## src/rtl/sram_rd_streamer_if.sv

```systemverilog
`default_nettype none
// ============================================================================
// Module      : sram_rd_streamer_if
// Description : Bundle of the command, SRAM read-port and output-stream
//               signals of sram_rd_streamer.
//               master : the streamer side (drives cmd_ready, the SRAM
//                        address/write-enable, the output stream and done)
//               slave  : the environment side (command source, SRAM data,
//                        stream consumer)
//   cmd_valid/cmd_ready/cmd_addr/cmd_len : command handshake
//   sram_we/sram_addr/sram_dout          : SRAM read port
//   out_valid/out_ready/out_data/out_last: output stream
//   done                                 : command-complete pulse
// Revision    : 1.0 - initial release
// ============================================================================
interface sram_rd_streamer_if #(
    parameter int WIDTH = 64,
    parameter int DEPTH = 256
);
    localparam int AW = $clog2(DEPTH);

    logic             cmd_valid;
    logic             cmd_ready;
    logic [AW-1:0]    cmd_addr;
    logic [AW:0]      cmd_len;
    logic             sram_we;
    logic [AW-1:0]    sram_addr;
    logic [WIDTH-1:0] sram_dout;
    logic             out_valid;
    logic             out_ready;
    logic [WIDTH-1:0] out_data;
    logic             out_last;
    logic             done;

    modport master (
        input  cmd_valid, cmd_addr, cmd_len, sram_dout, out_ready,
        output cmd_ready, sram_we, sram_addr, out_valid, out_data, out_last, done
    );

    modport slave (
        output cmd_valid, cmd_addr, cmd_len, sram_dout, out_ready,
        input  cmd_ready, sram_we, sram_addr, out_valid, out_data, out_last, done
    );
endinterface
`default_nettype wire

```

## src/rtl/sram_rd_streamer.sv

```systemverilog
`default_nettype none
// ============================================================================
// Module      : sram_rd_streamer
// Description : Read-side sequencer for a single-port synchronous SRAM.
//               Accepts a (start address, beat count) command, issues
//               sequential reads (address wraps modulo DEPTH), absorbs the
//               one-cycle SRAM read latency in a 2-entry skid FIFO and
//               presents the words on a valid/ready stream with full
//               back-pressure. One beat per cycle when never stalled.
// Ports       : clk        - clock
//               rst        - synchronous active-high reset
//               bus        - sram_rd_streamer_if.master (command, SRAM read
//                            port, output stream, done pulse)
//               stall_cnt  - cycles with out_valid & !out_ready since the
//                            last command accept, saturating (only when
//                            SRAM_RD_STALL_CNT_EN is defined)
// Options     : `define SRAM_RD_STALL_CNT_EN to build the stall counter.
// Revision    : 1.0 - initial release
// ============================================================================
module sram_rd_streamer #(
    parameter int WIDTH = 64,
    parameter int DEPTH = 256
) (
    input  logic                clk,
    input  logic                rst,
`ifdef SRAM_RD_STALL_CNT_EN
    output logic [31:0]         stall_cnt,
`endif
    sram_rd_streamer_if.master  bus
);
    localparam int AW = $clog2(DEPTH);

    localparam logic [1:0]    c_ST_IDLE  = 2'd0;
    localparam logic [1:0]    c_ST_RUN   = 2'd1;
    localparam logic [1:0]    c_ST_DRAIN = 2'd2;
    localparam logic [AW-1:0] c_ADDR_MAX = AW'(DEPTH - 1);
    localparam logic [AW:0]   c_REM_ONE  = (AW+1)'(1);
    localparam logic [AW:0]   c_REM_ZERO = '0;

    // ------------------------------------------------------------------
    // State and datapath registers
    // ------------------------------------------------------------------
    logic [1:0]       r_state;
    logic [1:0]       w_state_nxt;
    logic             w_done_nxt;
    logic             r_done;

    logic [AW-1:0]    r_rptr;           // next address to read
    logic [AW:0]      r_rem;            // reads still to issue
    logic             r_inflight;       // read issued last cycle
    logic             r_inflight_last;  // ... and it was the final beat

    logic [WIDTH-1:0] r_fifo_data [2];
    logic [1:0]       r_fifo_last;
    logic             r_wsel;
    logic             r_rsel;
    logic [1:0]       r_occ;

    logic             w_accept;
    logic             w_pop;
    logic             w_push;
    logic             w_issue;
    logic [2:0]       w_occ_after;
    logic             w_drain_empty;
    logic [AW-1:0]    w_rptr_inc;

    assign w_accept   = (r_state == c_ST_IDLE) && bus.cmd_valid;
    assign w_pop      = (r_occ != 2'd0) && bus.out_ready;
    assign w_push     = r_inflight;

    // Occupancy this cycle will leave behind once the in-flight word lands
    // and the head (if popped) leaves; a new read may only be launched if
    // a slot is guaranteed free for it two cycles from now.
    assign w_occ_after = {1'b0, r_occ} + {2'b00, r_inflight} - {2'b00, w_pop};
    assign w_issue     = (r_state == c_ST_RUN) && (r_rem != c_REM_ZERO)
                         && (w_occ_after < 3'd2);

    // Everything issued has been delivered once no read is outstanding and
    // the FIFO is either empty or handing over its final entry right now.
    // Leaving DRAIN on that pop lets done/cmd_ready appear the cycle after
    // the last handshake.
    assign w_drain_empty = !r_inflight
                           && ((r_occ == 2'd0) || ((r_occ == 2'd1) && w_pop));

    assign w_rptr_inc = (r_rptr == c_ADDR_MAX) ? '0 : r_rptr + AW'(1);

    // ------------------------------------------------------------------
    // FSM: next-state / done decode
    // ------------------------------------------------------------------
    always_comb begin
        w_state_nxt = r_state;
        w_done_nxt  = 1'b0;
        case (r_state)
            c_ST_IDLE: begin
                if (bus.cmd_valid) begin
                    if (bus.cmd_len == c_REM_ZERO) begin
                        w_done_nxt = 1'b1;
                    end else begin
                        w_state_nxt = c_ST_RUN;
                    end
                end
            end
            c_ST_RUN: begin
                if ((r_rem == c_REM_ZERO) || (w_issue && (r_rem == c_REM_ONE))) begin
                    w_state_nxt = c_ST_DRAIN;
                end
            end
            c_ST_DRAIN: begin
                if (w_drain_empty) begin
                    w_state_nxt = c_ST_IDLE;
                    w_done_nxt  = 1'b1;
                end
            end
            default: begin
                w_state_nxt = c_ST_IDLE;
            end
        endcase
    end

    always_ff @(posedge clk) begin
        if (rst) begin
            r_state <= c_ST_IDLE;
            r_done  <= 1'b0;
        end else begin
            r_state <= w_state_nxt;
            r_done  <= w_done_nxt;
        end
    end

    // ------------------------------------------------------------------
    // Read issue: pointer, remaining count, in-flight tracking
    // ------------------------------------------------------------------
    always_ff @(posedge clk) begin
        if (rst) begin
            r_rptr          <= '0;
            r_rem           <= '0;
            r_inflight      <= 1'b0;
            r_inflight_last <= 1'b0;
        end else begin
            if (w_accept) begin
                r_rptr <= bus.cmd_addr;
                r_rem  <= bus.cmd_len;
            end else if (w_issue) begin
                r_rptr <= w_rptr_inc;
                r_rem  <= r_rem - c_REM_ONE;
            end
            r_inflight      <= w_issue;
            r_inflight_last <= w_issue && (r_rem == c_REM_ONE);
        end
    end

    // ------------------------------------------------------------------
    // 2-entry skid FIFO. The SRAM returns data every cycle; only words
    // that belong to a read issued last cycle are captured.
    // ------------------------------------------------------------------
    always_ff @(posedge clk) begin
        if (rst) begin
            r_wsel      <= 1'b0;
            r_rsel      <= 1'b0;
            r_occ       <= 2'd0;
            r_fifo_last <= 2'b00;
        end else begin
            if (w_push) begin
                r_fifo_last[r_wsel] <= r_inflight_last;
                r_wsel              <= ~r_wsel;
            end
            if (w_pop) begin
                r_rsel <= ~r_rsel;
            end
            case ({w_push, w_pop})
                2'b10:   r_occ <= r_occ + 2'd1;
                2'b01:   r_occ <= r_occ - 2'd1;
                default: r_occ <= r_occ;
            endcase
        end
    end

    // Payload storage needs no reset: out_valid gates its visibility.
    always_ff @(posedge clk) begin
        if (w_push) begin
            r_fifo_data[r_wsel] <= bus.sram_dout;
        end
    end

    // ------------------------------------------------------------------
    // Outputs
    // ------------------------------------------------------------------
    assign bus.cmd_ready = (r_state == c_ST_IDLE);
    assign bus.sram_we   = 1'b0;
    assign bus.sram_addr = r_rptr;
    assign bus.out_valid = (r_occ != 2'd0);
    assign bus.out_data  = r_fifo_data[r_rsel];
    assign bus.out_last  = (r_occ != 2'd0) && r_fifo_last[r_rsel];
    assign bus.done      = r_done;

`ifdef SRAM_RD_STALL_CNT_EN
    // ------------------------------------------------------------------
    // Stall counter: consumer back-pressure cycles for the current command
    // ------------------------------------------------------------------
    logic [31:0] r_stall_cnt;

    always_ff @(posedge clk) begin
        if (rst) begin
            r_stall_cnt <= '0;
        end else if (w_accept) begin
            r_stall_cnt <= '0;
        end else if (bus.out_valid && !bus.out_ready && (r_stall_cnt != '1)) begin
            r_stall_cnt <= r_stall_cnt + 32'd1;
        end
    end

    assign stall_cnt = r_stall_cnt;
`endif

endmodule
`default_nettype wire

```

## src/flat_wrapper.sv

```systemverilog
// flat-port wrapper written by rule: the top's interface ports become plain ports
module sram_rd_streamer_flat 
#(
    parameter int WIDTH = 64,
    parameter int DEPTH = 256
)
  (clk, rst, bus_cmd_valid, bus_cmd_addr, bus_cmd_len, bus_sram_dout, bus_out_ready, bus_cmd_ready, bus_sram_we, bus_sram_addr, bus_out_valid, bus_out_data, bus_out_last, bus_done);
  sram_rd_streamer_if #(.WIDTH(WIDTH), .DEPTH(DEPTH)) bus_i ();
  input  logic clk;
  input  logic rst;
  input wire logic [$bits(bus_i.cmd_valid)-1:0] bus_cmd_valid;
  input wire logic [$bits(bus_i.cmd_addr)-1:0] bus_cmd_addr;
  input wire logic [$bits(bus_i.cmd_len)-1:0] bus_cmd_len;
  input wire logic [$bits(bus_i.sram_dout)-1:0] bus_sram_dout;
  input wire logic [$bits(bus_i.out_ready)-1:0] bus_out_ready;
  output wire logic [$bits(bus_i.cmd_ready)-1:0] bus_cmd_ready;
  output wire logic [$bits(bus_i.sram_we)-1:0] bus_sram_we;
  output wire logic [$bits(bus_i.sram_addr)-1:0] bus_sram_addr;
  output wire logic [$bits(bus_i.out_valid)-1:0] bus_out_valid;
  output wire logic [$bits(bus_i.out_data)-1:0] bus_out_data;
  output wire logic [$bits(bus_i.out_last)-1:0] bus_out_last;
  output wire logic [$bits(bus_i.done)-1:0] bus_done;
  assign bus_i.cmd_valid = bus_cmd_valid;
  assign bus_i.cmd_addr = bus_cmd_addr;
  assign bus_i.cmd_len = bus_cmd_len;
  assign bus_i.sram_dout = bus_sram_dout;
  assign bus_i.out_ready = bus_out_ready;
  assign bus_cmd_ready = bus_i.cmd_ready;
  assign bus_sram_we = bus_i.sram_we;
  assign bus_sram_addr = bus_i.sram_addr;
  assign bus_out_valid = bus_i.out_valid;
  assign bus_out_data = bus_i.out_data;
  assign bus_out_last = bus_i.out_last;
  assign bus_done = bus_i.done;
  sram_rd_streamer #(.WIDTH(WIDTH), .DEPTH(DEPTH)) u_core (.clk(clk), .rst(rst), .bus(bus_i));
endmodule
```

## config.mk

```make
export PLATFORM = sky130hd
export DESIGN_NAME = sram_rd_streamer_flat
export DESIGN_NICKNAME = d
export VERILOG_FILES = /design/src/rtl/sram_rd_streamer_if.sv /design/src/rtl/sram_rd_streamer.sv /design/src/flat_wrapper.sv
export SDC_FILE = /design/constraint.sdc
export NUM_CORES = 1
export LEC_CHECK = 0
export CAP_MARGIN = 0
export CORE_ASPECT_RATIO = 0.75
export CORE_UTILIZATION = 25
export CTS_CLUSTER_SIZE = 16
export DETAILED_ROUTE_END_ITERATION = 7
export GPL_TIMING_DRIVEN = 1
export PLACE_DENSITY = 0.51
export SLEW_MARGIN = 20
export SYNTH_ARGS = -nofsm -noshare
export SYNTH_HDL_FRONTEND = slang
export SYNTH_SLANG_ARGS = --single-unit
export TNS_END_PERCENT = 10
```

## constraint.sdc

```tcl
create_clock -name clk -period 4.3 [get_ports clk]
set_input_delay 0.86 -clock clk [delete_from_list [all_inputs] [get_ports clk]]
set_output_delay 0.86 -clock clk [all_outputs]
set_load 0.01 [all_outputs]
```

==> qor.yml <==
cts_max_path_buffers: 2
path_cells: "clkdlybuf4s50_1 > nand2b_1 > xnor2_1 > nand2_1 > fa_1 > xnor2_2 > and3_1 > nand2_1 > buf_4 > or3_1 > a311oi_1"
worst-path-stages: 11
detail_route.iter0.violations: 229
cts-hold-fix-buffers: 0
fraction_of_final_layout_cells_with_drive_strength_greater_than_1_pct: 19.3
relSlewSlack_pct: 35.8
synth.distinct_cells: 50
worst_clock_skew_ns: 0.0109
antenna_found_initial: 0
grt_max_degree: 67
fin_setup_tns_ns: 0
finalHoldViolations: 0
grt_first_pass_wirelength_mm: 22.1
die_height_um: 139
endpoints_failing_setup: 0
ios: 162
startpoint_kind_of_the_worst_setup_timing_path: "primary input"
crit_type: "primary input to register"
detailed_route_vias_per_instance: 4.27
r2r.worst_path.cells: 12
clkSinkCount: 157
result_of_the_run: "finished clean"
drt-wirelength-per-cell_um: 15.8
worstHoldPathCells: 2
wl_met1_mm: 6.74
total_standard_cell_area_after_synthesis_um2: 6260
dr.pass1.iters: 4
start_util_pct: 25.8
numPortBuffers: 160
cts_root_buffer: "clkbuf_16"
tightest_slew_ns: 0.961
detailed_routed_wire_length_on_met3_mm: 1.01
grt_util_overall_pct: 11.3
cellLeakagePower_nw: 2.90
cts_setup_buffers: 0
crit_fanout: 12
crit_family: "simple AND/OR/NAND/NOR gates"
design.die.area_um2: 25700
critPathBufInv: 2
timing.final.max_slew_violations: 0
synthCells: 406
regToRegStartpoint: "u_core.r_occ[1]$_SDFFE_PP0N_"
ir_drop_mv: 0.304
drv.max_cap_violation_count: 0
post-route-period-util_pct: 75.7
syn_area_per_cell_um2: 15.4
clkLatencyLatePin_ns: 0.42
timing.critical_path.slowest_stage_cell: "clkdlybuf4s50_1"
cts.reportedPaths.clkPinSlew_ns: 0.07
wp_data_required_ns: 4.62
core-area_um2: 24300
power_density_nw_per_um2: 558
ys_seq_elements: 157
max_freq_ghz: 0.307
tritoncts: "yes"
dr.max_layer_used: "met4"
die_width_um: 185
grt_pass1_vias: 3977
synth-seq-area-share_pct: 70.6
total_wire_length_mm: 14.4
end_kind: "register"
drt_drc_violations_left: 0
syn_to_final_growth_pct: 41.4
yosys_warnings: 0
grt_setup_unrepaired: "false"
fin_crit_ns: 3.26
cp_common_cell: "nand2_1"
cts.htree.levels: 4
cp.arrival_ns: 3.58
route.met2.wl_mm: 6.54
global_route.overflow_total: 0
detailed_place_hpwl_mm: 9.45
nFillCells: 2369
worst_hold_path_type: "register to register"
synth_enable_flop_cells: 128
critical_path.max_stage_delay_ns: 0.48
tritoncts.num_buffers: 17
pre_cts_slack_ns: 0.580
via_count: 3909
drt.antenna.violating_nets: 0
setup_slack_ns: 1.04
synth_top_flop_cell: "edfxtp_1"
hold_path.startpoint: "u_core.r_inflight_last$_SDFF_PP0_"
placement_rows: 49
postSynth.asyncResetShare_pct: 0
worst_setup_path_startpoint: "bus_out_ready"
num-nets-final: 663
net_count_after_synthesis: 498
place_congestion: 0.762
antenna_cells: 0
cts-resized-gates: 0
-- layer usage --
metal,up-vias,GRT usage (%)
met2,125,17.7
met5,-,0
li1,1871,-
met1,1904,14.9
met4,0,3.52
met3,9,3.55
-- where the power goes --
part           total [mW]  switching [mW]  internal [mW]
clock                1.47           0.687          0.780
combinational        1.45           0.627          0.819
sequential           2.03           0.190           1.84
total                4.94            1.50           3.44
-- placed cells by master (no fill, tap or decap), drive strengths merged, types with 2 or more instances in the layout --
master	count
a21oi	9
a31oi	4
nand3	13
clkbuf	17
nor3	6
xor2	4
edfxtp	128
nand2b	2
a311oi	4
a2111oi	2
clkdlybuf4s50	160
clkinvlp	3
inv	16
o21ai	7
mux2	66
mux2i	3
xnor2	4
dfxtp	29
or3b	2
and2	5
nor4	4
a22oi	2
ha	6
or3	2
nand2	18
buf	4
nor2	32
nand4	2
a211oi	4
clkinv	6
and3	3
-- state kept, by name (all words and copies together), names as in the netlist, named ones only --
register                count
u_core.bus.done             1
u_core.bus.sram_addr        8
u_core.r_fifo_data        128
u_core.r_fifo_last          2
u_core.r_inflight           1
u_core.r_inflight_last      1
u_core.r_occ                2
u_core.r_rem                9
u_core.r_rsel               1
u_core.r_state              2
u_core.r_wsel               1
-- cell families after synthesis --
group                      count (synthesis)  share of synthesized area [%]
adders and majority gates                  7                           1.52
xor gates and xnor gates                   8                           1.24
DFF                                      157                           70.6
AOI/OAI and AO/OA                         41                           4.63
other                                      1                         0.0599
muxes                                     69                           12.3
buffers and inverters                     28                           1.82
and+or+nand+nor                           95                           7.75
-- worst reg2reg max path, cell delays in order (launching register included) --
cell and delay [ns]:
dfxtp_1 0.46, inv_1 0.12, ha_1 0.24, nand2b_1 0.27
xnor2_1 0.29, nand2_1 0.11, fa_1 0.41, xnor2_2 0.18
and3_1 0.21, nand2_1 0.07, buf_4 0.18, or3_1 0.34
a311oi_1 0.28
-- cell type report --
class	count	area (um^2)	share of cell area, %
timing repair buffer	164	1640	18.6
clock inverter	15	173	1.95
sequential	157	4430	50.0
multi-input combinational	221	1740	19.6
inverter	10	37.5	0.424
tap	331	414	4.68
clock buffer	17	425	4.80
-- stage by stage --
step / power, mW / utilization (%) / area [um^2] / cells / hold slack, ns
6_report: 4.94 / 36.5 / 8860 / 915 / 0.470
5_1_grt: 5.19 / 36.5 / 8860 / 915 / 0.503
4_1_cts: 5.02 / 36.5 / 8860 / 915 / 0.482
3_5_place_dp: 3.53 / 34.0 / 8260 / 883 / 0.472
3_3_place_gp: 3.51 / 34.0 / 8260 / 883 / 0.462
2_1_floorplan: 2.81 / - / 6260 / 406 / 0.432
-- Yosys cell counts, drive strengths merged, types with 2 or more instances --
cell | number | area [um^2]
a21oi | 9 | 45.0
a22oi | 2 | 15.0
nor3 | 6 | 35.0
a311oi | 4 | 35.0
nand2 | 18 | 67.6
or3b | 2 | 17.5
nand3 | 13 | 70.1
nand2b | 2 | 12.5
nand4 | 2 | 12.5
or3 | 2 | 12.5
xor2 | 4 | 35.0
buf | 3 | 20.0
clkbuf | 15 | 56.3
xnor2 | 4 | 42.6
a31oi | 4 | 25.0
a211oi | 4 | 30.0
dfxtp | 29 | 581
nor4 | 4 | 40.0
inv | 10 | 37.5
edfxtp | 128 | 3840
and2 | 5 | 31.3
ha | 6 | 75.1
a2111oi | 2 | 30.0
nor2 | 32 | 120
and3 | 3 | 18.8
o21ai | 7 | 35.0
mux2i | 3 | 30.0
mux2 | 66 | 743
-- path summary, 6_finish.rpt --
kind | slack (ns) | endpoint
max reg2reg | 1.05 | u_core.bus.sram_addr[0]$_SDFFE_PP0P_
max | 1.04 | u_core.bus.sram_addr[0]$_SDFFE_PP0P_
min | 0.47 | u_core.r_fifo_last[1]$_SDFFE_PP0P_
min reg2reg | 0.47 | u_core.r_fifo_last[1]$_SDFFE_PP0P_
Power figures use the tool's default switching activity.
